File: config.mk
export PLATFORM = sky130hd
export DESIGN_NAME = parallel_to_serial
export DESIGN_NICKNAME = d
export VERILOG_FILES = /design/src/rtl/p2s_pkg.sv /design/src/rtl/p2s_hold_reg.sv /design/src/rtl/parallel_to_serial.sv
export SDC_FILE = /design/constraint.sdc
export NUM_CORES = 1
export LEC_CHECK = 0
export ABC_AREA = 1
export BUFFER_PORTS_ARGS = -buffer_cell sky130_fd_sc_hd__buf_2
export CORE_MARGIN = 4
export CORE_UTILIZATION = 40
export DETAILED_ROUTE_END_ITERATION = 10
export HOLD_SLACK_MARGIN = 0.02
export PLACE_DENSITY = 0.66
export SKIP_LAST_GASP = 1
export SLEW_MARGIN = 10
export SYNTH_ARGS = -nofsm -noshare
export SYNTH_HDL_FRONTEND = slang
export SYNTH_SLANG_ARGS = --single-unit
File: constraint.sdc
create_clock -name clk -period 1.1 [get_ports clk]
set_input_delay 0.22 -clock clk [delete_from_list [all_inputs] [get_ports clk]]
set_output_delay 0.22 -clock clk [all_outputs]
set_load 0.02 [all_outputs]
File: src/rtl/p2s_pkg.sv
// Shared types for the parallel-to-serial block.
package p2s_pkg;

  typedef enum logic {
    IDLE  = 1'b0,
    SHIFT = 1'b1
  } p2s_state_t;

endpackage

File: src/rtl/p2s_hold_reg.sv
// One-entry holding register: parks a word that arrives while the shifter is busy.
module p2s_hold_reg #(
  parameter int width = 8
) (
  input  logic             clk,
  input  logic             rst,
  input  logic             load_i,
  input  logic             take_i,
  input  logic [width-1:0] data_i,
  output logic [width-1:0] data_o,
  output logic             valid_o
);

  logic [width-1:0] data_q;
  logic             valid_q;

  // Load only happens while empty and take only while full, so they never collide.
  always_ff @(posedge clk) begin
    if (rst) begin
      data_q  <= '0;
      valid_q <= 1'b0;
    end else begin
      if (load_i) begin
        data_q <= data_i;
      end
      valid_q <= load_i || (valid_q && !take_i);
    end
  end

  assign data_o  = data_q;
  assign valid_o = valid_q;

endmodule

File: src/rtl/parallel_to_serial.sv
// Word-to-bitstream serializer, LSB first, with valid/ready input and valid/last output.
// Define P2S_SKID_BUF_EN to add a one-word hold register for gapless back-to-back words.
module parallel_to_serial
  import p2s_pkg::*;
#(
  parameter int width = 8
) (
  input  logic             clk,
  input  logic             rst,
  input  logic             parallel_valid,
  output logic             parallel_ready,
  input  logic [width-1:0] parallel_data,
  output logic             serial_valid,
  output logic             serial_data,
  output logic             serial_last,
  output logic             busy
);

  localparam int              CntW    = $clog2(width);
  localparam logic [CntW-1:0] LastCnt = CntW'(width - 1);

  p2s_state_t       state_q, state_d;
  logic [CntW-1:0]  cnt_q, cnt_d;
  logic [width-1:0] shreg_q, shreg_d;
  logic             holdValid;
  logic             transfer;
  logic             lastBit;

  assign transfer = parallel_valid && parallel_ready;
  assign lastBit  = (state_q == SHIFT) && (cnt_q == LastCnt);

`ifdef P2S_SKID_BUF_EN
  logic [width-1:0] holdData;
  logic             holdLoad;
  logic             holdTake;

  assign holdLoad = transfer && (state_q == SHIFT) && !lastBit;
  assign holdTake = lastBit && holdValid;

  p2s_hold_reg #(.width(width)) u_hold (
    .clk    (clk),
    .rst    (rst),
    .load_i (holdLoad),
    .take_i (holdTake),
    .data_i (parallel_data),
    .data_o (holdData),
    .valid_o(holdValid)
  );
`else
  assign holdValid = 1'b0;
`endif

  always_ff @(posedge clk) begin
    if (rst) begin
      state_q <= IDLE;
      cnt_q   <= '0;
      shreg_q <= '0;
    end else begin
      state_q <= state_d;
      cnt_q   <= cnt_d;
      shreg_q <= shreg_d;
    end
  end

  always_comb begin
    state_d = state_q;
    cnt_d   = cnt_q;
    shreg_d = shreg_q;
    if (state_q == IDLE) begin
      if (transfer) begin
        shreg_d = parallel_data;
        cnt_d   = '0;
        state_d = SHIFT;
      end
    end else begin
      shreg_d = shreg_q >> 1;
      cnt_d   = cnt_q + CntW'(1);
      if (lastBit) begin
        cnt_d = '0;
`ifdef P2S_SKID_BUF_EN
        // A parked word takes priority; otherwise a word arriving right now chains directly.
        if (holdValid) begin
          shreg_d = holdData;
        end else if (transfer) begin
          shreg_d = parallel_data;
        end else begin
          state_d = IDLE;
        end
`else
        state_d = IDLE;
`endif
      end
    end
  end

  always_comb begin
    serial_valid = (state_q == SHIFT);
    serial_data  = (state_q == SHIFT) && shreg_q[0];
    serial_last  = lastBit;
    busy         = (state_q == SHIFT) || holdValid;
`ifdef P2S_SKID_BUF_EN
    parallel_ready = !rst && !holdValid;
`else
    parallel_ready = !rst && (state_q == IDLE);
`endif
  end

endmodule
## Word-level counts from Yosys, hierarchy flattened

Cells that the tools add are included.

- Add/subtract/negate cells: 1
- Eq/ne operators: 1
- Multiplexer cells: 8
- Bitwise gates (word level): 1
- Reduce and logical (&&, ||, !) cells: 7

Operators by type and width:

| cell | count |
|---|---|
| $mux W7 | 2 |
| $mux W3 | 3 |
| $logic_and A1 B1 Y1 | 4 |
| $add A3 B1 Y3 const B | 1 |
| $eq A3 B3 Y1 const B | 1 |
| $mux W1 | 3 |
| $reduce_bool A2 Y1 | 1 |
| $reduce_or A2 Y1 | 1 |
| $logic_not A1 Y1 | 1 |
| $not A1 Y1 | 1 |

- Register bits after elaboration: 12
- Bits of input ports: 11
- Output and inout port bits: 5
- Logic and storage cells: 22

## Depth between registers and ports, before layout

Gate-level depths: netlist of the first run.

- Word-level depth: 5
- Depth in mapped cells: 6
- Mapped depth without buffers: 5

## Worst setup path before layout of the first run

Ideal clock, no wire load.

- Path type: reg2reg
- Start point: register state_q, in the netlist busy
- End point: register shreg_q[7]
- Setup time: 0.066 ns
- Arrival time: 1.144 ns
- Data required time: 1.034 ns
- Slack: -0.110 ns
- Stages on the path, launching flop included: 4
- Path buffers: 0
- Period minus slack after synthesis: 1.210 ns
- Path through: dfxtp_1 > nor2_1 > o21ai_0 > nor2_1

- Cells in the longest elaborated chain, start to end: 3
- Elaborated cells on any way between the ends: 4
- Those cells by class: bitwise: 1; reduce/logical: 3

Ends and longest elaborated chain:

| what | line | text |
|---|---|---|
| start: declaration | parallel_to_serial.sv:22 | `p2s_state_t state_q, state_d;` |
| start signal: assignment | parallel_to_serial.sv:59 | `state_q <= state_d;` |
| $not A1 Y1 | parallel_to_serial.sv:104 | `parallel_ready = !rst && (state_q == IDLE);` |
| $logic_and A1 B1 Y1 | parallel_to_serial.sv:104 |  |
| named net parallel_ready | parallel_to_serial.sv:11 | `output logic parallel_ready,` |
| $logic_and A1 B1 Y1 | parallel_to_serial.sv:29 | `assign transfer = parallel_valid && parallel_ready;` |
| end signal: assignment | parallel_to_serial.sv:61 | `shreg_q <= shreg_d;` |
| end: declaration | parallel_to_serial.sv:24 | `logic [width-1:0] shreg_q, shreg_d;` |

The timed path passes the listed nets, and every way through them passes these cells.
A chain may end at the register's enable or synchronous reset.

## Final worst setup path of the first run

- Start point: register cnt_q[0]
- End point: output port serial_last

- Cells in the longest elaborated chain, start to end: 2

Ends and longest elaborated chain:

| what | line | text |
|---|---|---|
| start: declaration | parallel_to_serial.sv:23 | `logic [CntW-1:0] cnt_q, cnt_d;` |
| start signal: assignment | parallel_to_serial.sv:60 | `cnt_q <= cnt_d;` |
| $eq A3 B3 Y1 | parallel_to_serial.sv:30 | `assign lastBit = (state_q == SHIFT) && (cnt_q == LastCnt);` |
| $logic_and A1 B1 Y1 | parallel_to_serial.sv:30 |  |
| end: declaration | parallel_to_serial.sv:15 | `output logic serial_last,` |

Every way passes these cells.

==> results of run 1 <==
[placed cells by master, fill, tap and decap left out, types with 3 or more instances in the layout]
cell type,n
buf_2,10
buf_4,4
buf_6,6
clkbuf_4,3
dfxtp_1,9
inv_1,10
inv_2,3
nand2_1,15
nand2_2,9
nand2_4,3
nor2_1,18
o21ai_1,3
o21ai_2,4
[power groups by stage]
stage	registers [mW]	logic, mW	clock network [mW]
2_1_floorplan	0.497	0.147	0
3_3_place_gp	0.495	0.191	0
3_5_place_dp	0.497	0.192	0
4_1_cts	0.487	0.212	0.367
5_1_grt	0.494	0.336	0.384
6_report	0.491	0.300	0.345
[registers in the layout (all words and copies together) (netlist names)]
name     count
shreg_q      8
cnt_q        3
busy         1
[what timing repair did]
item	4_1_cts	5_1_grt
gates resized for setup	14	29
setup buffers	2	2
pin swaps	3	6
cloned	0	1
setup endpoints to repair	9	16
[per-layer routing]
layer  vias up  wire length [um]  GRT usage
li1        321                 -          -
met1       273               577     0.1621
met2        12               753     0.2112
met3         0                83    0.05747
met4         0                 0    0.01657
met5         -                 0          0
[cell type report]
cell class / instances / area, sq um
Sequential cell: 12 / 246.5
Multi-Input combinational cell: 64 / 399.1
Clock buffer: 4 / 36.28
Inverter: 13 / 48.80
Tap cell: 15 / 18.77
Fill cell: 119 / 440.4
Timing Repair Buffer: 22 / 192.7
[worst max-delay path: stages (launching register included)]
cell and delay [ns]:
dfxtp_2 0.34, ha_4 0.16, ha_4 0.16, nand2_2 0.06, inv_2 0.03, buf_6 0.12
[cell families after synthesis]
logic type,after synthesis,synth area share
flip-flops,12,0.3887
buffers and inverters,17,0.1295
AO/OA/AOI/OAI,10,0.1174
adder cells (fa/ha/maj),2,0.04048
AND/OR/NAND/NOR,52,0.3239
[worst paths after layout]
kind             from     endpoint  slack (ns)  cells after the start
min reg2reg  cnt_q[1]     cnt_q[1]        0.49                      2
max          cnt_q[0]  serial_last       -0.25                      5
max reg2reg  cnt_q[0]     cnt_q[2]       -0.04                      6
min               rst         busy        0.15                      2
[metrics by stage]
| step | area, sq um | utilization | setup TNS [ns] |
|---|---|---|---|
| 2_1_floorplan | 621.8 | - | 0 |
| 3_3_place_gp | 699.4 | 0.5059 | -0.04048 |
| 3_5_place_dp | 699.4 | 0.5059 | -0.1785 |
| 4_1_cts | 804.5 | 0.5819 | -0.5481 |
| 5_1_grt | 942.2 | 0.6814 | -1.150 |
| 6_report | 942.2 | 0.6814 | -0.4570 |
==> impl_metrics.json, run 1 <==
{
  "status": "finished with violations",
  "violations": "negative setup slack",
  "finalClockSkew_ns": 0.008127,
  "setup_violations": 11,
  "critical_path_arrival_ns": 1.13,
  "ys_warn_count": 0,
  "yosys-top-cells-area": "dfxtp_1 (39%), nand2_1 (16%), nor2_1 (13%)",
  "comb_power_share": 0.264,
  "dp_hpwl_um": 827.4,
  "cp_max_fo": 2,
  "dieArea_sq_um": 2238,
  "viasPerCell": 4.662,
  "placedCellCount": 121,
  "antenna_found_initial": 0,
  "port_buffers": 15,
  "worstSetupStartpointType": "flip-flop",
  "via_count": 606,
  "tritoncts": "yes",
  "min_path_type": "input port to flip-flop",
  "clkPwrFrac": 0.304,
  "timing.final.ws_setup_ns": -0.2496,
  "fin_crit_sh": 1.227,
  "ctsLongestPathBuffers": 2,
  "hold_viol_final": 0,
  "grt.total_usage": 0.1298,
  "die-width_um": 47.31,
  "synth_nets": 106,
  "n_antenna_cell": 0,
  "tightest_slew_ns": 0.2833,
  "worst_setup_path_end_kind": "primary output",
  "ioPinCount": 16,
  "ys_seq_area_frac": 0.3887,
  "drtIter0Drc": 6,
  "seqPwrFrac": 0.432,
  "wirelength_um": 1413,
  "max_freq_ghz": 0.7410,
  "grt_max_degree": 16,
  "synth_cells": 93,
  "cts_buffers": 3,
  "core_sq_um": 1383,
  "yosys.area.top_type_share": 0.3887,
  "power.total_mw": 1.136,
  "grt_pass1_vias": 497,
  "p_sw_mw": 0.3252,
  "htree_levels": 1,
  "syn_area_sq_um": 618.1,
  "yosysMostFrequentCell": "nand2_1",
  "synth_edf_count": 0,
  "p_sw_frac": 0.2862,
  "start_util": 0.4471,
  "slew_viol_final": 0,
  "rows": 13,
  "min_period_ns": 1.350,
  "worstSetupPathType": "flip-flop to primary output",
  "rsz0062_at_grt": "yes",
  "synthFlopType": "dfxtp_1",
  "avgSynthCellArea_sq_um": 6.646,
  "leakage_nw": 0.4659,
  "layout.nets": 129,
  "ctsHoldBuffers": 0,
  "maxSlewHeadroom": 0.8109,
  "antenna_left": 0,
  "drive_gt1_frac": 0.4870,
  "netlist.top_cell.by_area": "dfxtp_1",
  "first_pass_iters": 2,
  "powerDensity_nw_per_um2": 1206,
  "drc": 0,
  "ys_seq_elements": 12,
  "gp_congestion": 0.7137,
  "clk_latency_ns": 0.27,
  "cts_sinks": 12,
  "holdWs_ns": 0.1525,
  "synthTopCellsByCount": "nand2_1 (27), nor2_1 (21), dfxtp_1 (12), inv_1 (12), nand3_1 (4)",
  "root_buffer": "clkbuf_4",
  "path_clk_slew_ns": 0.08,
  "overflow": 0,
  "instances_no_fill": 130,
  "wire_per_inst_um": 10.87,
  "synthArstFlopShare": 0,
  "grt_pass1_wl_um": 2070,
  "area_delta_synth_final_pct": 52.43,
  "cap_violations": 0,
  "yosysUniqueCellTypes": 15,
  "required_ns": 0.88,
  "internal_power_mw": 0.8110,
  "die_h_um": 47.31,
  "peakVddDrop_v": 0.0009811,
  "dpl_worst_slack_ns": -0.06674
}
Power figures use the tool's default switching activity.
==> inputs of run 2 (changes only) <==
--- a/config.mk
+++ b/config.mk
@@ -11,7 +11,7 @@
 export CORE_UTILIZATION = 40
 export DETAILED_ROUTE_END_ITERATION = 10
 export HOLD_SLACK_MARGIN = 0.02
-export PLACE_DENSITY = 0.66
+export REMOVE_ABC_BUFFERS = 1
 export SKIP_LAST_GASP = 1
 export SLEW_MARGIN = 10
 export SYNTH_ARGS = -nofsm -noshare
==> constraint.sdc (replaced) <==
create_clock -name clk -period 1.26 [get_ports clk]
set_input_delay 0.252 -clock clk [delete_from_list [all_inputs] [get_ports clk]]
set_output_delay 0.252 -clock clk [all_outputs]
set_load 0.02 [all_outputs]
==> run 2 against run 1 <==
The run still ends with negative setup slack left. Critical endpoint unchanged. Sequential power down 13%. Worst setup slack improved by 0.13 ns. Global-route usage fell by 0.55 points.
==> impl_metrics.json, run 2 (same netlist as run 1, synthesis figures left out) <==
{
  "status": "finished with violations",
  "violations": "negative setup slack",
  "core_sq_um": 1383,
  "peakVddDrop_v": 0.0007137,
  "largest_register_ffs": 8,
  "final_cell_mix": "nand2_1 (26), nor2_1 (20), buf_2 (14), inv_1 (11), dfxtp_1 (9)",
  "dp_hpwl_um": 864.7,
  "gp_congestion": 0.6938,
  "cts_sinks": 12,
  "antenna_found_initial": 0,
  "overflow": 0,
  "maxSlewHeadroom": 0.7467,
  "fin_crit_sh": 1.091,
  "dieArea_sq_um": 2238,
  "rows": 13,
  "port_buffers": 15,
  "wire_per_inst_um": 9.357,
  "max_freq_ghz": 0.7273,
  "worstSetupStartpointType": "flip-flop",
  "leakage_nw": 0.4204,
  "drtIter0Drc": 7,
  "cp_max_fo": 3,
  "grt_max_degree": 16,
  "ioPinCount": 16,
  "slew_viol_final": 0,
  "cp_common_cell": "ha_4",
  "cts_buffers": 3,
  "via_count": 576,
  "hold_viol_final": 0,
  "wirelength_um": 1179,
  "start_util": 0.4471,
  "grt_pass1_wl_um": 1842,
  "n_antenna_cell": 0,
  "tns_ns": -0.1150,
  "grt_pass1_vias": 468,
  "min_period_ns": 1.375,
  "antenna_left": 0,
  "layout.nets": 126,
  "required_ns": 1.01,
  "slowest_stage": "dfxtp_2",
  "powerDensity_nw_per_um2": 1068,
  "die-width_um": 47.31,
  "clk_latency_ns": 0.27,
  "timing.final.ws_setup_ns": -0.1150,
  "critical_path_arrival_ns": 1.12,
  "finalClockSkew_ns": 0.0007106,
  "largest-register": "shreg_q",
  "drive_gt1_frac": 0.3153,
  "dpl_worst_slack_ns": 0.06515,
  "root_buffer": "clkbuf_4",
  "cap_violations": 0,
  "cp_top_family": "flip-flops",
  "ctsHoldBuffers": 0,
  "tritoncts": "yes",
  "die_h_um": 47.31,
  "htree_levels": 1,
  "critPathBufInv": 2,
  "holdWs_ns": 0.1663,
  "worstSetupPathType": "flip-flop to primary output",
  "ctsLongestPathBuffers": 2,
  "final_common_cell": "nand2_1",
  "grt.total_usage": 0.1243,
  "setup_violations": 1,
  "rsz0062_at_grt": "yes",
  "viasPerCell": 4.571,
  "path_clk_slew_ns": 0.07,
  "cp_slowest_stage_delay_ns": 0.34,
  "path_cells": "ha_4 -> ha_4 -> nand2_2 -> inv_2 -> buf_6",
  "min_path_type": "input port to flip-flop",
  "area_delta_synth_final_pct": 25.91,
  "drc": 0,
  "first_pass_iters": 3,
  "tightest_slew_ns": 0.3791,
  "worst_setup_path_end_kind": "primary output"
}
## run 2: cell types whose count changed in the layout (fill, tap and decap cells not counted), sizes merged
| cell | before | now |
|---|---|---|
| clkbuf | 5 | 3 |
| buf | 21 | 19 |
## run 2: path summary, 6_finish.rpt
check / from / end / slack, ns / cells after the start
hold reg to reg: cnt_q[1] / cnt_q[1] / 0.50 / 2
hold / removal: rst / busy / 0.17 / 2
setup / recovery: cnt_q[0] / serial_last / -0.12 / 5
setup reg to reg: cnt_q[0] / cnt_q[0] / 0.11 / 6
## run 2: where the power goes
part	internal [mW]	total (mW)	switching, mW
registers	0.410	0.426	0.0153
logic	0.0682	0.174	0.106
clock network	0.111	0.232	0.121
## run 2: routing by layer
metal / share of wire / global-route usage / vias up
met5: 0 / 0 / -
li1: - / - / 319
met1: 0.49 / 0.1458 / 244
met3: 0.043 / 0.03448 / 4
met2: 0.45 / 0.1872 / 9
met4: 0.020 / 0.09945 / 0
## run 2: repair_timing
| item | 4_1_cts | 5_1_grt |
|---|---|---|
| pin swaps | 2 | 1 |
| setup endpoints to repair | 1 | 5 |
| buffers inserted | 0 | 1 |
| resized for setup | 8 | 5 |
## run 2: stage by stage
step / std cells / cell area [sq um] / util / total power [mW]
after floorplan: 89 / 586.8 / - / 0.5468
after global placement: 122 / 703.2 / 0.5086 / 0.6014
after detailed placement: 122 / 703.2 / 0.5086 / 0.6042
after CTS: 125 / 759.5 / 0.5493 / 0.8377
after global routing: 126 / 778.2 / 0.5629 / 0.8873
final: 126 / 778.2 / 0.5629 / 0.8313
## run 2: layout make-up
type / instances / area [sq um]
Sequential cell: 12 / 244.0
Multi-Input combinational cell: 64 / 332.8
Timing Repair Buffer: 19 / 111.4
Tap cell: 15 / 18.77
Fill cell: 144 / 604.3
Inverter: 13 / 48.80
Clock buffer: 3 / 22.52
